===== src/rtl/fx_pkg.sv =====
// Shared definitions for the fixed-point unit writeback path:
// functional-unit codes, the datapath width and the queued writeback entry.
package fx_pkg;

    localparam int DATA_W     = 64;
    localparam int REG_ADDR_W = 5;

    typedef enum logic [2:0] {
        UNIT_FX  = 3'd0,
        UNIT_LS  = 3'd1,
        UNIT_BR  = 3'd2,
        UNIT_CR  = 3'd3,
        UNIT_FP  = 3'd4,
        UNIT_VEC = 3'd5
    } unit_code_e;

    // Data fields use big-endian numbering: bit 0 is the MSB.
    typedef struct packed {
        logic                  reg1_en;
        logic [REG_ADDR_W-1:0] reg1_addr;
        logic [0:DATA_W-1]     reg1_val;
        logic                  reg2_en;
        logic [REG_ADDR_W-1:0] reg2_addr;
        logic [0:DATA_W-1]     reg2_val;
    } wb_entry_t;

    // A result is queued only if it comes from our unit and writes something.
    function automatic logic is_fx_writeback(
        input logic       valid,
        input logic [2:0] unit_code,
        input logic [2:0] fx_code,
        input logic       reg1_en,
        input logic       reg2_en
    );
        return valid && (unit_code == fx_code) && (reg1_en || reg2_en);
    endfunction

endpackage


===== src/rtl/fx_wb_fifo_ctrl.sv =====
// Pointer, occupancy and overflow bookkeeping for the writeback buffer.
// Storage lives in the parent; this block only decides when to push and pop.
module fx_wb_fifo_ctrl
#(
    parameter  int DEPTH = 4,
    localparam int PTR_W = $clog2(DEPTH),
    localparam int CNT_W = PTR_W + 1
) (
    input  logic             clock_i,
    input  logic             reset_i,
    input  logic             push_req,
    input  logic             write_ready,
    output logic             push,
    output logic             pop,
    output logic [PTR_W-1:0] wr_ptr,
    output logic [PTR_W-1:0] rd_ptr,
    output logic [CNT_W-1:0] count,
    output logic             full,
    output logic             empty,
    output logic             overflow
);

    assign full  = (count == CNT_W'(DEPTH));
    assign empty = (count == '0);

    // A full buffer can still take a push when the head retires in the same cycle.
    assign pop  = !empty && write_ready;
    assign push = push_req && (!full || pop);

    always_ff @(posedge clock_i or negedge reset_i) begin
        if (!reset_i) begin
            wr_ptr   <= '0;
            rd_ptr   <= '0;
            count    <= '0;
            overflow <= 1'b0;
        end else begin
            if (push) begin
                wr_ptr <= wr_ptr + PTR_W'(1);
            end
            if (pop) begin
                rd_ptr <= rd_ptr + PTR_W'(1);
            end
            if (push && !pop) begin
                count <= count + CNT_W'(1);
            end else if (pop && !push) begin
                count <= count - CNT_W'(1);
            end
            if (push_req && !push) begin
                overflow <= 1'b1;
            end
        end
    end

endmodule


===== src/rtl/fx_writeback_buffer.sv =====
// In-order writeback queue between the fixed-point unit and the GPR/CR write port.
// Define FXWB_FORWARD_EN to add the GPR forwarding lookup (fwdAddr_i/fwdHit_o/fwdVal_o).
module fx_writeback_buffer
    import fx_pkg::*;
#(
    parameter int         regWidth   = 5,
    parameter int         DEPTH      = 4,
    parameter logic [2:0] FXUnitCode = UNIT_FX
) (
    input  logic                   clock_i,
    input  logic                   reset_i,
    input  logic                   enable_i,
    input  logic [2:0]             functionalUnitCode_i,
    input  logic                   reg1WritebackEnable_i,
    input  logic [regWidth-1:0]    reg1WritebackAddress_i,
    input  logic [0:DATA_W-1]      reg1WritebackVal_i,
    input  logic                   reg2WritebackEnable_i,
    input  logic [regWidth-1:0]    reg2WritebackAddress_i,
    input  logic [0:DATA_W-1]      reg2WritebackVal_i,
    input  logic                   writeReady_i,
    output logic                   gprWriteEnable_o,
    output logic [regWidth-1:0]    gprWriteAddress_o,
    output logic [0:DATA_W-1]      gprWriteVal_o,
    output logic                   crWriteEnable_o,
    output logic [regWidth-1:0]    crWriteAddress_o,
    output logic [0:DATA_W-1]      crWriteVal_o,
    output logic                   full_o,
    output logic                   empty_o,
    output logic [$clog2(DEPTH):0] count_o,
    output logic                   overflow_o
`ifdef FXWB_FORWARD_EN
    ,
    input  logic [regWidth-1:0]    fwdAddr_i,
    output logic                   fwdHit_o,
    output logic [0:DATA_W-1]      fwdVal_o
`endif
);

    localparam int PTR_W = $clog2(DEPTH);
    localparam int CNT_W = PTR_W + 1;

    logic             push_req;
    logic             push;
    logic             pop;
    logic [PTR_W-1:0] wr_ptr;
    logic [PTR_W-1:0] rd_ptr;
    logic [CNT_W-1:0] count;
    logic             full;
    logic             empty;
    logic             overflow;

    wb_entry_t        mem [DEPTH];
    wb_entry_t        new_entry;
    wb_entry_t        head;

    assign push_req = is_fx_writeback(enable_i, functionalUnitCode_i, FXUnitCode,
                                      reg1WritebackEnable_i, reg2WritebackEnable_i);

    fx_wb_fifo_ctrl #(
        .DEPTH(DEPTH)
    ) u_ctrl (
        .clock_i     (clock_i),
        .reset_i     (reset_i),
        .push_req    (push_req),
        .write_ready (writeReady_i),
        .push        (push),
        .pop         (pop),
        .wr_ptr      (wr_ptr),
        .rd_ptr      (rd_ptr),
        .count       (count),
        .full        (full),
        .empty       (empty),
        .overflow    (overflow)
    );

    // Address fields are sized by the package; regWidth must not exceed REG_ADDR_W.
    always_comb begin
        new_entry           = '0;
        new_entry.reg1_en   = reg1WritebackEnable_i;
        new_entry.reg1_addr = REG_ADDR_W'(reg1WritebackAddress_i);
        new_entry.reg1_val  = reg1WritebackVal_i;
        new_entry.reg2_en   = reg2WritebackEnable_i;
        new_entry.reg2_addr = REG_ADDR_W'(reg2WritebackAddress_i);
        new_entry.reg2_val  = reg2WritebackVal_i;
    end

    // Storage needs no reset: nothing is visible until count marks it valid.
    always_ff @(posedge clock_i) begin
        if (push) begin
            mem[wr_ptr] <= new_entry;
        end
    end

    assign head = mem[rd_ptr];

    assign gprWriteEnable_o  = !empty && head.reg1_en;
    assign gprWriteAddress_o = gprWriteEnable_o ? regWidth'(head.reg1_addr) : '0;
    assign gprWriteVal_o     = gprWriteEnable_o ? head.reg1_val : '0;
    assign crWriteEnable_o   = !empty && head.reg2_en;
    assign crWriteAddress_o  = crWriteEnable_o ? regWidth'(head.reg2_addr) : '0;
    assign crWriteVal_o      = crWriteEnable_o ? head.reg2_val : '0;

    assign full_o     = full;
    assign empty_o    = empty;
    assign count_o    = count;
    assign overflow_o = overflow;

`ifdef FXWB_FORWARD_EN
    logic [PTR_W-1:0] fwd_idx;

    // Walk oldest to youngest so the last match seen is the youngest one.
    always_comb begin
        fwdHit_o = 1'b0;
        fwdVal_o = '0;
        fwd_idx  = '0;
        for (int i = 0; i < DEPTH; i++) begin
            fwd_idx = rd_ptr + PTR_W'(i);
            if ((CNT_W'(i) < count) && mem[fwd_idx].reg1_en &&
                (regWidth'(mem[fwd_idx].reg1_addr) == fwdAddr_i)) begin
                fwdHit_o = 1'b1;
                fwdVal_o = mem[fwd_idx].reg1_val;
            end
        end
    end
`endif

endmodule


===== config.mk =====
export PLATFORM = sky130hd
export DESIGN_NAME = fx_writeback_buffer
export DESIGN_NICKNAME = d
export VERILOG_FILES = /design/src/rtl/fx_pkg.sv /design/src/rtl/fx_wb_fifo_ctrl.sv /design/src/rtl/fx_writeback_buffer.sv
export SDC_FILE = /design/constraint.sdc
export NUM_CORES = 1
export LEC_CHECK = 0
export BUFFER_PORTS_ARGS = -buffer_cell sky130_fd_sc_hd__buf_2
export CAP_MARGIN = 40
export CORE_MARGIN = 5
export CORE_UTILIZATION = 52
export DETAILED_ROUTE_END_ITERATION = 8
export PLACE_DENSITY = 0.76
export SYNTH_ARGS = -nofsm -noshare
export SYNTH_HDL_FRONTEND = slang
export SYNTH_SLANG_ARGS = --single-unit

===== constraint.sdc =====
create_clock -name clock_i -period 3.1 [get_ports clock_i]
set_input_delay 0.31 -clock clock_i [delete_from_list [all_inputs] [get_ports clock_i]]
set_output_delay 0.31 -clock clock_i [all_outputs]
set_load 0.02 [all_outputs]

Yosys cells after proc, flatten, opt, wreduce, memory -nomap -nowiden
Memories as Yosys holds them, arrays and structs flattened.
Index checks and enable logic that the tools add are counted.
{ "word_totals": {"ramBits": 560, "out_inout_bits": 146, "n_memories": 1, "ff_bits": 8} }
{ "op_classes": {"n_eq_ne": 1, "mux": 8, "reduce_logical": 18, "add_sub_neg": 4} }
{ "mem_list": {"columns": ["name", "depth", "width", "read_ports", "rd_ports_with_merged_regs", "write_ports", "line", "rtl"], "rows": [
  ["mem", 4, 140, 1, 0, 1, "fx_writeback_buffer.sv:52", "wb_entry_t mem [DEPTH];"]
]} }
{ "ops": {"columns": ["op", "count"], "rows": [
  ["2-to-1 mux 64 bit", 2],
  ["2-to-1 mux 5 bit", 2],
  ["logical AND 1 bit", 9],
  ["zero test 3 bit", 2],
  ["2-to-1 mux 3 bit", 2],
  ["adder 2 x 1 -> 2 bit (second input constant)", 2],
  ["zero test 1 bit", 4],
  ["adder 3 x 1 -> 3 bit (second input constant)", 1],
  ["equality test 3 bit (second input constant)", 1],
  ["subtractor 3 x 1 -> 3 bit (second input constant)", 1],
  ["logical OR 1 bit", 2],
  ["2-to-1 mux 1 bit", 2],
  ["nonzero test 2 bit", 1]
]} }

Longest topological paths before layout
{ "depth": {"word_depth": 9, "ltp_mapped": 10, "depth_no_buf": 8} }

Cells and area by module
A second synthesis with hierarchy kept.
{ "hier_totals": {"cells_unflattened": 928, "hier_area_um2": 21665.8} }
{ "by_module_without_submodules": {"columns": ["mod", "instances", "cells_per_inst", "area_each_um2", "seq_area_each_um2"], "rows": [
  ["fx_writeback_buffer", 1, 898, 21286.7, 16816.1],
  ["fx_wb_fifo_ctrl", 1, 30, 379.1, 200.2]
]} }

Worst setup path before layout
OpenSTA, ideal clock, no wires.
{ "synth_path": {"kind": "in2reg", "startpoint": "input port functionalUnitCode_i[1]", "endpoint": "memory mem[0][0] in the netlist's numbering, enable pin", "setup_time_ns": 0.439, "slack_ns": -0.289, "path_stages": 3, "t_required_ns": 2.661, "arrival_time_ns": 2.950, "n_path_buf": 0, "cell_sequence": "or4b_4 > nor3_4 > and2_2"} }
{ "synth_via": {"elab_chain_len": 6} }
{ "synth_lines": {"columns": ["element", "line", "rtl"], "rows": [
  ["from (decl)", "fx_writeback_buffer.sv:13", "input logic [2:0] functionalUnitCode_i,"],
  ["zero test 3 bit", "fx_pkg.sv:35", "return valid && (unit_code == fx_code) && (reg1_en || reg2_en);"],
  ["logical AND 1 bit (2 in series)", "fx_pkg.sv:35", null],
  ["logical AND 1 bit", "fx_wb_fifo_ctrl.sv:28", "assign push = push_req && (!full || pop);"],
  ["via push", "fx_writeback_buffer.sv:43", "logic push;"],
  ["2-to-1 mux 1 bit", "fx_writeback_buffer.sv:89", "if (push) begin"],
  ["2-to-1 mux 1 bit (implied by the code)", "fx_writeback_buffer.sv:90", "mem[wr_ptr] <= new_entry;"],
  ["to (decl)", "fx_writeback_buffer.sv:52", null]
]} }
The timed path passes the listed nets, and every way through them passes these cells.

Worst setup path in the final report
{ "layout_path": {"startpoint": "register u_ctrl.rd_ptr[1]", "endpoint": "output port gprWriteVal_o[2] in the netlist's numbering"} }
{ "layout_via": {"elab_chain_len": 3} }
{ "layout_lines": {"columns": ["element", "line", "rtl"], "rows": [
  ["from (decl)", "fx_wb_fifo_ctrl.sv:16", "output logic [PTR_W-1:0] rd_ptr,"],
  ["from (signal assigned)", "fx_wb_fifo_ctrl.sv:41", "rd_ptr <= rd_ptr + PTR_W'(1);"],
  ["memory (4 x 140 bit) (*)", null, null],
  ["logical AND 1 bit", "fx_writeback_buffer.sv:96", "assign gprWriteEnable_o = !empty && head.reg1_en;"],
  ["2-to-1 mux 64 bit (*)", "fx_writeback_buffer.sv:98", "assign gprWriteVal_o = gprWriteEnable_o ? head.reg1_val : '0;"],
  ["to (decl)", "fx_writeback_buffer.sv:23", "output logic [0:DATA_W-1] gprWriteVal_o,"]
]} }
Every way passes the cells marked *; elsewhere a longest branch is shown, timed or not.

==> results.sh <==
export IMPL_status="finished, final reports clean"
export IMPL_avgRoutedWirePerCell_um=23.3
export IMPL_track_usage_pct=20.1
export IMPL_io_pins=293
export IMPL_yosys_warnings=0
export IMPL_ir_worst_vdd_v=0.000593
export IMPL_cts_buffer_depth=3
export IMPL_drc_errors=0
export IMPL_dieWidth_um=214
export IMPL_hold_viol_final=0
export IMPL_min_path_cells=3
export IMPL_clkSinkCount=568
export IMPL_setup_ws_ns=0.165
export IMPL_finClkSkew_ns=0.0108
export IMPL_cp_data_arrival_time_ns=2.63
export IMPL_synth_edf_count=560
export IMPL_via_per_inst=5.68
export IMPL_p_leak_nw=9.88
export IMPL_drv_slew=0
export IMPL_avgSynthCellArea_um2=22.9
export IMPL_drt_antenna_violating_nets=0
export IMPL_critical_path_class="flop to output port"
export IMPL_met1Wirelength_mm=18.6
export IMPL_rsz0062_at_grt="no"
export IMPL_cts_root_buf="clkbuf_16"
export IMPL_whs_ns=0.0452
export IMPL_drive_above_1_share_pct=37.7
export IMPL_cp_max_fo=78
export IMPL_total_power_mw=22.7
export IMPL_maxCapViolations=0
export IMPL_startpoint_type="flop"
export IMPL_cts_buffers=55
export IMPL_fmax_mhz=341
export IMPL_cts_setup_buffers=0
export IMPL_top_layer_used="met5"
export IMPL_dieArea_um2=45900
export IMPL_vias=11300
export IMPL_htree_levels=2
export IMPL_tightest_slew_ns=0.773
export IMPL_synth_nets=1098
export IMPL_syn_area_um2=21700
export IMPL_area_growth_pct=25.3
export IMPL_clk_latency_ns=0.59
export IMPL_path_clk_slew_ns=0.06
export IMPL_core_area_um2=41000
export IMPL_grt_max_degree=79
export IMPL_antenna_found_initial=6
export IMPL_syn_instance_count=945
export IMPL_wirelength_mm=46.2
export IMPL_cpPeakStageDelay_ns=0.78
export IMPL_powerDensity_nw_per_um2=834
export IMPL_finalCritPeriodShare_pct=94.7
export IMPL_max_slew_margin_pct=48.4
export IMPL_seq_area_frac_synth_pct=78.5
export IMPL_period_needed_ns=2.94
export IMPL_yosysUniqueCellTypes=24
export IMPL_worstPathRequired_ns=2.79
export IMPL_first_pass_iters=5
export IMPL_wl_met3_mm=3.23
export IMPL_reg2reg_depth=9
export IMPL_setup_viol=0
export IMPL_dieHeight_um=214
export IMPL_grt_first_pass_wirelength_mm=72.2
export IMPL_grt_pass1_vias=12300
export IMPL_dp_hpwl_mm=27.0
export IMPL_hp_class="input port to flop"
export IMPL_fp_row_count=74
export IMPL_wl_met2_mm=23.6
export IMPL_synth_ff_type="edfxtp_1"
export IMPL_async_reset_ff_share_pct=1.41
export IMPL_cts_tree="built"
export IMPL_pre_cts_ws_ns=0.575
export IMPL_ys_seq_elements=568
export IMPL_drtIter0Drc=930
export IMPL_critPathSlowestCell="dfrtp_4"
export IMPL_nNetsFinal=1560
export IMPL_grt_ovfl_total=0
export IMPL_place_congestion=0.729
export IMPL_io_buffers=292
export IMPL_crit_path_cell_trace="buf_16 -> mux4_2 -> and3_1 -> buf_2"
export IMPL_initial_core_util_pct=52.8
export IMPL_worst_setup_path_end_kind="output port"
## worst paths after layout
| path | startpoint | to | slack (ns) |
|---|---|---|---|
| max in group asynchronous | reset_i | u_ctrl.rd_ptr[0] | 2.74 |
| max | u_ctrl.rd_ptr[1] | gprWriteVal_o[2] | 0.16 |
| min in group asynchronous | reset_i | u_ctrl.overflow | 0.17 |
| max reg2reg | u_ctrl.count[2] | u_ctrl.count[2] | 0.85 |
| min reg2reg | u_ctrl.overflow | u_ctrl.overflow | 0.47 |
| min | writeReady_i | u_ctrl.rd_ptr[1] | 0.05 |
## kinds of logic after synthesis
group	synth area share [%]
adder cells (fa/ha/maj)	0.381
buffers and inverters	1.67
AND/OR/NAND/NOR	4.49
AO/OA/AOI/OAI	0.0347
XOR/XNOR	0.242
flip-flops	78.5
multiplexers	14.7
## where the power goes
part	total (mW)	internal [mW]	leakage (nW)	switching (mW)
clock network	6.34	3.68	0.838	2.66
registers	8.91	8.67	5.13	0.241
logic	7.41	3.27	3.91	4.14
## synth_stat cells (all sizes together), types with 2 or more instances
cell type / number / area (um^2)
edfxtp: 560 / 16800
nand2: 3 / 11.3
mux2: 2 / 26.3
inv: 6 / 22.5
ha: 5 / 62.6
and2: 4 / 30.0
buf: 30 / 219
and3: 138 / 863
xor2: 2 / 17.5
xnor2: 4 / 35.0
nor2: 3 / 11.3
mux4: 140 / 3150
clkbuf: 32 / 120
dfrtp: 8 / 200
## metrics by stage
| stage | util (%) | setup TNS (ns) | std cells | cell area, um^2 |
|---|---|---|---|---|
| 2_1_floorplan | - | -162.00 | 945 | 21700 |
| 3_3_place_gp | 58.4 | 0 | 1739 | 23900 |
| 3_5_place_dp | 58.4 | 0 | 1739 | 23900 |
| 4_1_cts | 66.0 | 0 | 1980 | 27100 |
| 5_1_grt | 66.2 | 0 | 1987 | 27200 |
| 6_report | 66.2 | 0 | 1987 | 27200 |
## per-layer routing
layer  up-vias  GRT usage (%)
met4         4           5.43
met5         -              0
met1      5874           26.6
li1       4920              -
met3        72           4.59
met2       409           34.2
## flip-flops by register name, indices dropped and copies added, names as in the netlist
signal and count:
mem 560, u_ctrl.count 3, u_ctrl.overflow 1, u_ctrl.rd_ptr 2
u_ctrl.wr_ptr 2
## worst max-delay path: cells and delay by family (launching register included)
family                 cells  cell delay [ns]
buffers and inverters      2             0.59
flip-flops                 1             0.78
multiplexers               1             0.42
AND/OR/NAND/NOR            1             0.21
## placed cells by master (no fill, tap or decap), types with 14 or more instances in the layout
cell type	instances
clkinv_1	14
mux4_2	140
clkbuf_1	15
edfxtp_1	560
clkbuf_16	58
dlygate4sd3_1	141
buf_2	292
buf_12	15
buf_4	14
and3_1	138
## cell type report
| class | count | area [um^2] |
|---|---|---|
| clock buffer | 72 | 1480 |
| sequential | 568 | 17000 |
| clock inverter | 28 | 230 |
| antenna | 5 | 12.5 |
| inverter | 6 | 22.5 |
| timing repair buffer | 466 | 3390 |
| multi-input combinational | 310 | 4330 |
| fill | 2625 | 13900 |
| tap | 532 | 666 |
## timing repair
item	in CTS	in global routing
endpoints found under the hold margin	568	0
endpoints found under the setup margin	0	29
resized for setup	0	3
hold buffers	141	0
Note: power is estimated with default switching activity, not from simulation.
